File: config.mk
export PLATFORM = sky130hd
export DESIGN_NAME = issue_queue_flat
export DESIGN_NICKNAME = d
export VERILOG_FILES = /design/src/rtl/issue_queue_if.sv /design/src/rtl/issue_queue.sv /design/src/flat_wrapper.sv
export SDC_FILE = /design/constraint.sdc
export NUM_CORES = 2
export LEC_CHECK = 0
export ABC_AREA = 0
export CAP_MARGIN = 0
export CORE_AREA = 5 5 281 489
export DETAILED_ROUTE_END_ITERATION = 6
export DIE_AREA = 0 0 286 494
export PLACE_DENSITY = 0.67
export SLEW_MARGIN = 20
export SYNTH_ARGS = -nofsm -noshare
export SYNTH_HDL_FRONTEND = slang
export SYNTH_SLANG_ARGS = --single-unit
export TNS_END_PERCENT = 20
File: constraint.sdc
create_clock -name clk -period 14.3 [get_ports clk]
set_input_delay 2.86 -clock clk [delete_from_list [all_inputs] [get_ports clk]]
set_output_delay 2.86 -clock clk [all_outputs]
set_load 0.01 [all_outputs]
File: src/rtl/issue_queue_if.sv
// Decode-to-launch handshake bundle for the dual-ported issue queue.
// The slave modport is the queue side; the master modport is the decode/launch side.
interface issue_queue_if #(
    parameter int DEPTH = 8,
    parameter int PC_W  = 32,
    parameter int DC_W  = 72
);
    localparam int PW = $clog2(DEPTH);

    logic            in1_valid;
    logic [PC_W-1:0] in1_pc;
    logic [PC_W-1:0] in1_npc;
    logic [DC_W-1:0] in1_decodeout;
    logic            in2_valid;
    logic [PC_W-1:0] in2_pc;
    logic [PC_W-1:0] in2_npc;
    logic [DC_W-1:0] in2_decodeout;
    logic            in_ready;
    logic [1:0]      launch_cnt;
    logic [PC_W-1:0] out1_pc;
    logic [PC_W-1:0] out1_npc;
    logic [DC_W-1:0] out1_decodeout;
    logic            receive_flag1;
    logic [PC_W-1:0] out2_pc;
    logic [PC_W-1:0] out2_npc;
    logic [DC_W-1:0] out2_decodeout;
    logic            receive_flag2;
    logic [PW:0]     count;

    modport slave (
        input  in1_valid, in1_pc, in1_npc, in1_decodeout,
        input  in2_valid, in2_pc, in2_npc, in2_decodeout,
        input  launch_cnt,
        output in_ready,
        output out1_pc, out1_npc, out1_decodeout, receive_flag1,
        output out2_pc, out2_npc, out2_decodeout, receive_flag2,
        output count
    );

    modport master (
        output in1_valid, in1_pc, in1_npc, in1_decodeout,
        output in2_valid, in2_pc, in2_npc, in2_decodeout,
        output launch_cnt,
        input  in_ready,
        input  out1_pc, out1_npc, out1_decodeout, receive_flag1,
        input  out2_pc, out2_npc, out2_decodeout, receive_flag2,
        input  count
    );
endinterface

File: src/rtl/issue_queue.sv
// Dual-ported circular instruction queue between decode and launch select.
// Up to two pushes and two pops per cycle; outputs show the two oldest entries.
module issue_queue #(
    parameter int DEPTH = 8,
    parameter int PC_W  = 32,
    parameter int DC_W  = 72
) (
    input  logic          clk,
    input  logic          rst,
    input  logic          stop,
    input  logic          flush,
    issue_queue_if.slave  bus
);
    localparam int PW = $clog2(DEPTH);

    logic [PC_W-1:0] pc_mem  [DEPTH];
    logic [PC_W-1:0] npc_mem [DEPTH];
    logic [DC_W-1:0] dc_mem  [DEPTH];

    logic [PW-1:0] head;
    logic [PW-1:0] tail;
    logic [PW:0]   count;
    logic [PW-1:0] head_second;
    logic [PW-1:0] wr2_idx;
    logic          accept;
    logic [1:0]    nin;
    logic [1:0]    pop_req;
    logic [1:0]    npop;

    assign bus.in_ready      = (count <= (PW+1)'(DEPTH - 2));
    assign bus.receive_flag1 = (count >= (PW+1)'(1));
    assign bus.receive_flag2 = (count >= (PW+1)'(2));
    assign bus.count         = count;

    assign accept  = bus.in_ready && !stop && !flush;
    assign nin     = accept ? ({1'b0, bus.in1_valid} + {1'b0, bus.in2_valid}) : 2'd0;
    assign pop_req = bus.launch_cnt[1] ? 2'd2 : bus.launch_cnt;
    // When fewer entries are held than requested, count fits in two bits.
    assign npop    = (stop || flush) ? 2'd0 :
                     (((PW+1)'(pop_req) > count) ? count[1:0] : pop_req);

    assign head_second = head + PW'(1);
    assign wr2_idx     = bus.in1_valid ? (tail + PW'(1)) : tail;

    always_ff @(posedge clk or negedge rst) begin
        if (!rst) begin
            head  <= '0;
            tail  <= '0;
            count <= '0;
        end else if (flush) begin
            head  <= '0;
            tail  <= '0;
            count <= '0;
        end else begin
            head  <= head + PW'(npop);
            tail  <= tail + PW'(nin);
            count <= count + (PW+1)'(nin) - (PW+1)'(npop);
        end
    end

    // Storage needs no reset: nothing is visible until count covers it.
    always_ff @(posedge clk) begin
        if (accept) begin
            if (bus.in1_valid) begin
                pc_mem[tail]  <= bus.in1_pc;
                npc_mem[tail] <= bus.in1_npc;
                dc_mem[tail]  <= bus.in1_decodeout;
            end
            if (bus.in2_valid) begin
                pc_mem[wr2_idx]  <= bus.in2_pc;
                npc_mem[wr2_idx] <= bus.in2_npc;
                dc_mem[wr2_idx]  <= bus.in2_decodeout;
            end
        end
    end

    assign bus.out1_pc        = bus.receive_flag1 ? pc_mem[head]  : '0;
    assign bus.out1_npc       = bus.receive_flag1 ? npc_mem[head] : '0;
    assign bus.out1_decodeout = bus.receive_flag1 ? dc_mem[head]  : '0;
    assign bus.out2_pc        = bus.receive_flag2 ? pc_mem[head_second]  : '0;
    assign bus.out2_npc       = bus.receive_flag2 ? npc_mem[head_second] : '0;
    assign bus.out2_decodeout = bus.receive_flag2 ? dc_mem[head_second]  : '0;
endmodule
File: src/flat_wrapper.sv
// flat-port wrapper written by rule: the top's interface ports become plain ports
module issue_queue_flat 
#(
    parameter int DEPTH = 8,
    parameter int PC_W  = 32,
    parameter int DC_W  = 72
)
  (clk, rst, stop, flush, bus_in1_valid, bus_in1_pc, bus_in1_npc, bus_in1_decodeout, bus_in2_valid, bus_in2_pc, bus_in2_npc, bus_in2_decodeout, bus_launch_cnt, bus_in_ready, bus_out1_pc, bus_out1_npc, bus_out1_decodeout, bus_receive_flag1, bus_out2_pc, bus_out2_npc, bus_out2_decodeout, bus_receive_flag2, bus_count);
  issue_queue_if #(.DEPTH(DEPTH), .PC_W(PC_W), .DC_W(DC_W)) bus_i ();
  input  logic clk;
  input  logic rst;
  input  logic stop;
  input  logic flush;
  input wire logic [$bits(bus_i.in1_valid)-1:0] bus_in1_valid;
  input wire logic [$bits(bus_i.in1_pc)-1:0] bus_in1_pc;
  input wire logic [$bits(bus_i.in1_npc)-1:0] bus_in1_npc;
  input wire logic [$bits(bus_i.in1_decodeout)-1:0] bus_in1_decodeout;
  input wire logic [$bits(bus_i.in2_valid)-1:0] bus_in2_valid;
  input wire logic [$bits(bus_i.in2_pc)-1:0] bus_in2_pc;
  input wire logic [$bits(bus_i.in2_npc)-1:0] bus_in2_npc;
  input wire logic [$bits(bus_i.in2_decodeout)-1:0] bus_in2_decodeout;
  input wire logic [$bits(bus_i.launch_cnt)-1:0] bus_launch_cnt;
  output wire logic [$bits(bus_i.in_ready)-1:0] bus_in_ready;
  output wire logic [$bits(bus_i.out1_pc)-1:0] bus_out1_pc;
  output wire logic [$bits(bus_i.out1_npc)-1:0] bus_out1_npc;
  output wire logic [$bits(bus_i.out1_decodeout)-1:0] bus_out1_decodeout;
  output wire logic [$bits(bus_i.receive_flag1)-1:0] bus_receive_flag1;
  output wire logic [$bits(bus_i.out2_pc)-1:0] bus_out2_pc;
  output wire logic [$bits(bus_i.out2_npc)-1:0] bus_out2_npc;
  output wire logic [$bits(bus_i.out2_decodeout)-1:0] bus_out2_decodeout;
  output wire logic [$bits(bus_i.receive_flag2)-1:0] bus_receive_flag2;
  output wire logic [$bits(bus_i.count)-1:0] bus_count;
  assign bus_i.in1_valid = bus_in1_valid;
  assign bus_i.in1_pc = bus_in1_pc;
  assign bus_i.in1_npc = bus_in1_npc;
  assign bus_i.in1_decodeout = bus_in1_decodeout;
  assign bus_i.in2_valid = bus_in2_valid;
  assign bus_i.in2_pc = bus_in2_pc;
  assign bus_i.in2_npc = bus_in2_npc;
  assign bus_i.in2_decodeout = bus_in2_decodeout;
  assign bus_i.launch_cnt = bus_launch_cnt;
  assign bus_in_ready = bus_i.in_ready;
  assign bus_out1_pc = bus_i.out1_pc;
  assign bus_out1_npc = bus_i.out1_npc;
  assign bus_out1_decodeout = bus_i.out1_decodeout;
  assign bus_receive_flag1 = bus_i.receive_flag1;
  assign bus_out2_pc = bus_i.out2_pc;
  assign bus_out2_npc = bus_i.out2_npc;
  assign bus_out2_decodeout = bus_i.out2_decodeout;
  assign bus_receive_flag2 = bus_i.receive_flag2;
  assign bus_count = bus_i.count;
  issue_queue #(.DEPTH(DEPTH), .PC_W(PC_W), .DC_W(DC_W)) u_core (.clk(clk), .rst(rst), .stop(stop), .flush(flush), .bus(bus_i));
endmodule
======== Yosys cells after proc, flatten, opt, wreduce, memory -nomap -nowiden ========
Memory sizes are Yosys's and may differ from the RTL's.
Index checks and enable logic that the tools add are counted.
Widths: inputs -> output; s select.
operators by class
  $add $sub $neg .......................... 7
  $mul .................................... 0
  div/mod/pow operators ................... 0
  $lt $le $gt $ge ......................... 4
  equal/unequal tests ..................... 0
  shift-type cells ........................ 0
  mux-type cells .......................... 20
  bitwise gates (word level) .............. 0
  reduce and logical (&&, ||, !) cells .... 5
operators with widths
  operator             number
  $mux 72              2
  $mux 32              4
  $mux 3               3
  $mux 2               4
  $add 3x1->3 const B  2
  $add 3x2->3          2
  $mux 1               6
  $add 4x2->4          1
  $ge 4x1->1 const B   1
  $ge 4x2->1 const B   1
  $gt 2x4->1           1
  $le 4x3->1 const B   1
  $mux 4               1
  $sub 4x2->4          1
  $add 1x1->2          1
  $logic_and 1x1->1    2
  $logic_not 1->1      2
  $logic_or 1x1->1     1
storage, ports and cells
  register bits after elaboration ......... 10
  bits in latches ......................... 0
  memory bits (writable) .................. 1088
  memory bits (read-only) ................. 0
  input port bits ......................... 280
  logic and storage cells ................. 42
  memories ................................ 3
memories
  name            depth  bits a word  read ports  clocked after memory_dff  write ports  RTL line           text
  u_core.dc_mem   8      72           2           0                         2            issue_queue.sv:18  logic [DC_W-1:0] dc_mem [DEPTH];
  u_core.npc_mem  8      32           2           0                         2            issue_queue.sv:17  logic [PC_W-1:0] npc_mem [DEPTH];
  u_core.pc_mem   8      32           2           0                         2            issue_queue.sv:16  logic [PC_W-1:0] pc_mem [DEPTH];

======== Logic depth before layout (Yosys ltp) ========
  word-level depth ........................ 7
  mapped depth ............................ 13
  mapped depth without buffers ............ 13

======== Worst setup path before layout ========
No wires, ideal clock.
  kind .................................... input-to-reg
  from .................................... input stop
  to ...................................... memory u_core.dc_mem[0][0] (enable)
  setup time .............................. 0.832 ns
  arrival time ............................ 13.449 ns
  slack ................................... 0.019 ns
  cell stages on the path ................. 3
  buffers on the path ..................... 0
  cells stage by stage .................... nor4_1 nand3b_1 o31ai_1
RTL lines
  what                RTL line            text
  start: declaration  flat_wrapper.sv:12  input logic stop;
  end: declaration    issue_queue.sv:18

======== Worst setup path after layout ========
  from .................................... register u_core.head[0]
  to ...................................... output bus_out2_decodeout[13]
between the ends
  cells in the longest elaborated chain, start to end .. 3
ends and longest elaborated chain
  what                      RTL line            text
  start: declaration        issue_queue.sv:20   logic [PW-1:0] head;
  start signal: assignment  issue_queue.sv:55   head <= head + PW'(npop);
  $add 3x1->3               issue_queue.sv:42   assign head_second = head + PW'(1);
  $mem_v2 8x72              --
  $mux 72                   issue_queue.sv:82   assign bus.out2_decodeout = bus.receive_flag2 ? dc_mem[head_second] : '0;
  end: declaration          flat_wrapper.sv:30  output wire logic [$bits(bus_i.out2_decodeout)-1:0] bus_out2_decodeout;
Every way passes these cells.

==> impl_metrics.toml <==
[finish]
fill_cells = 10300
layout-drive-gt1-share_pct = 43.3
final_cells = 6077
synthToLayoutAreaGrowth_pct = 15.1
seqCellArea_sq_um = 32900
final_common_cell = "edfxtp_1"
fin_util_pct = 57.3
final_cell_mix = "edfxtp_1 (1088), mux2_2 (561), clkdlybuf4s50_1 (558), mux4_2 (544), mux2_4 (516)"
layout.nets = 4551
multi_input_area_sq_um = 31000

[worst_hold_path]
hp-start = "u_core.tail[2]$_DFF_PN0_"
hp-class = "reg2reg"

[worst_setup_path]
required_ns = 11.44
worstPathArrival_ns = 5.64
worstReg2RegStart = "u_core.tail[0]$_DFF_PN0_"
path_max_fanout = 60
start_kind = "flop"
path_class = "reg2out"
crit_start = "u_core.head[0]$_DFF_PN0_"
end_kind = "primary output"

[timing]
fmax_ghz = 0.118
final-setup-viol-count = 0
worst-slew-pin-transition_ns = 1.16
finalSetupTns_ns = 0
hold_violations = 0
relSlewSlack_pct = 22.5
period_needed_ns = 8.50
fin_skew_ns = 0.0236
slew_violations = 0
whs_ns = 0.654
rsz0062_at_grt = "no"
min_period_over_period_pct = 59.5

[clock_tree]
cts.hold.buffers_added = 0
cts_root_buf = "clkbuf_16"
cts_setup_buffers = 0
clockBufferDepth = 3
post_cts_resized = 0
worstSkewPairLatency_ns = 0.72
numCtsBuffers = 107
clkSinkCount = 1098
clk_pin_slew_ns = 0.07
htree_num_levels = 3
cts_tree = "yes"

[logic_synthesis]
ys_types = 46
synth-seq-cells = 1098
synth_edf_count = 1088
synthTopCellsByArea = "edfxtp_1 (49%), mux4_2 (19%), mux2_4 (12%)"
synth-main-ff-cell = "edfxtp_1"
syn_avg_cell_area_sq_um = 17.2
synth_top_area_share_pct = 49.5
async_flop_share_pct = 0.911
synthesis.nets = 4133
syn_area_sq_um = 66000
synth_cells = 3835
ys_warn_count = 0
yosys.area.top_type = "edfxtp_1"
yosysSeqAreaShare_pct = 49.9

[routing]
drtIter0Drc = 3134
dr.pass1.iters = 5
post_drt_wl_per_cell_microns = 32.9
ant_nets = 0
drcViolationCount = 0
vias = 39300
vias_per_cell = 6.47
routed_wl_mm = 200

[floorplan]
rows = 177
io_pins = 559
die_h_microns = 494
dieArea_sq_um = 141000
initial_utilization_pct = 49.8
die_x_microns = 286
core_area_sq_um = 133000

[grt]
grt_pass1_wl_mm = 288
grt_pass1_vias = 41400
grt_usage_pct = 27.6
grt_antenna_before_repair = 54
overflow = 0
grt_max_degree = 139

[placement]
gp_congestion = 0.792
place_inst = 5843
hpwl_mm = 111
io_buffers = 558

[status]
status = "completed"

[job]
cap_violations = 0

[power]
p_leak_nw = 25.9
ir_drop_uv = 123
p_total_mw = 9.42
power_density_nw_per_um2 = 124
[final cells by class]
cell class / count / area share, %
Antenna cell: 33 / 0.109
Clock buffer: 131 / 3.74
Clock inverter: 69 / 0.878
Inverter: 13 / 0.0642
Multi-Input combinational cell: 2405 / 40.8
Sequential cell: 1098 / 43.3
Tap cell: 1700 / 2.80
Timing Repair Buffer: 628 / 8.29
[cell families after synthesis]
family | Yosys count | share of synthesized area [%]
flip-flops | 1098 | 49.9
AO/OA/AOI/OAI | 156 | 1.25
AND/OR/NAND/NOR | 455 | 2.74
buffers and inverters | 332 | 3.54
multiplexers | 1770 | 42.1
adder cells (fa/ha/maj) | 18 | 0.387
XOR/XNOR | 6 | 0.0796
[cells in the mapped netlist, types with 4 or more instances]
master    number
a21oi_1      137
buf_1         39
buf_12        42
buf_2        108
buf_4         13
buf_6         30
clkbuf_1      87
dfrtp_1       10
edfxtp_1    1088
fa_1           4
ha_1          14
inv_1         13
mux2_1        11
mux2_2       561
mux2_4       516
mux2i_1      138
mux4_2       544
nand2_1      277
nand2_2        4
nand3b_1       5
nor2_1       142
nor2b_1        6
o21ai_0        6
xnor2_1        4
[flip-flops by register name, summed over array words and instances, names as in the netlist]
signal	cells
u_core.bus.count	4
u_core.dc_mem	576
u_core.head	3
u_core.npc_mem	256
u_core.pc_mem	256
u_core.tail	3
[power by group]
| group | switching [mW] | internal [mW] |
|---|---|---|
| Sequential | 0.0448 | 3.62 |
| Clock | 1.30 | 1.57 |
| Combinational | 1.51 | 1.37 |
[per-stage QoR]
step / setup WS [ns] / area [sq um]
final: 5.80 / 76000
after global routing: 5.37 / 75900
after CTS: 5.13 / 75900
after detailed placement: 5.95 / 72400
after global placement: 6.02 / 72300
after floorplan: 0.0193 / 66000
[per-layer routing]
| metal | vias up | part of all wire [%] | track usage, % |
|---|---|---|---|
| met5 | - | 0.16 | 0 |
| met1 | 21000 | 39 | 35.9 |
| met3 | 278 | 8.6 | 7.15 |
| li1 | 16400 | - | - |
| met4 | 50 | 1.9 | 5.84 |
| met2 | 1548 | 50 | 47.2 |
[path summary, 6_finish.rpt]
kind                                                    to  slack (ns)  depth (start not counted)
setup / recovery                    bus_out2_decodeout[13]        5.80                          8
setup reg to reg           u_core.npc_mem[0][24]$_DFFE_PP_        9.42                          7
hold / removal                    u_core.tail[2]$_DFF_PN0_        0.65                          2
min in group asynchronous    u_core.bus.count[1]$_DFF_PN0_        2.53                          1
max in group asynchronous         u_core.head[2]$_DFF_PN0_       11.30                          1
hold reg to reg                   u_core.tail[2]$_DFF_PN0_        0.65                          2
[critical path, stage by stage, from the launching register on]
cell	delay, ns
dfrtp_4	0.85
buf_12	0.38
buf_4	0.79
buf_4	0.90
buf_4	0.57
mux4_2	0.57
nand2_1	0.09
a21oi_1	0.13
clkdlybuf4s50_1	0.53
(Power assumes the default switching activity.)
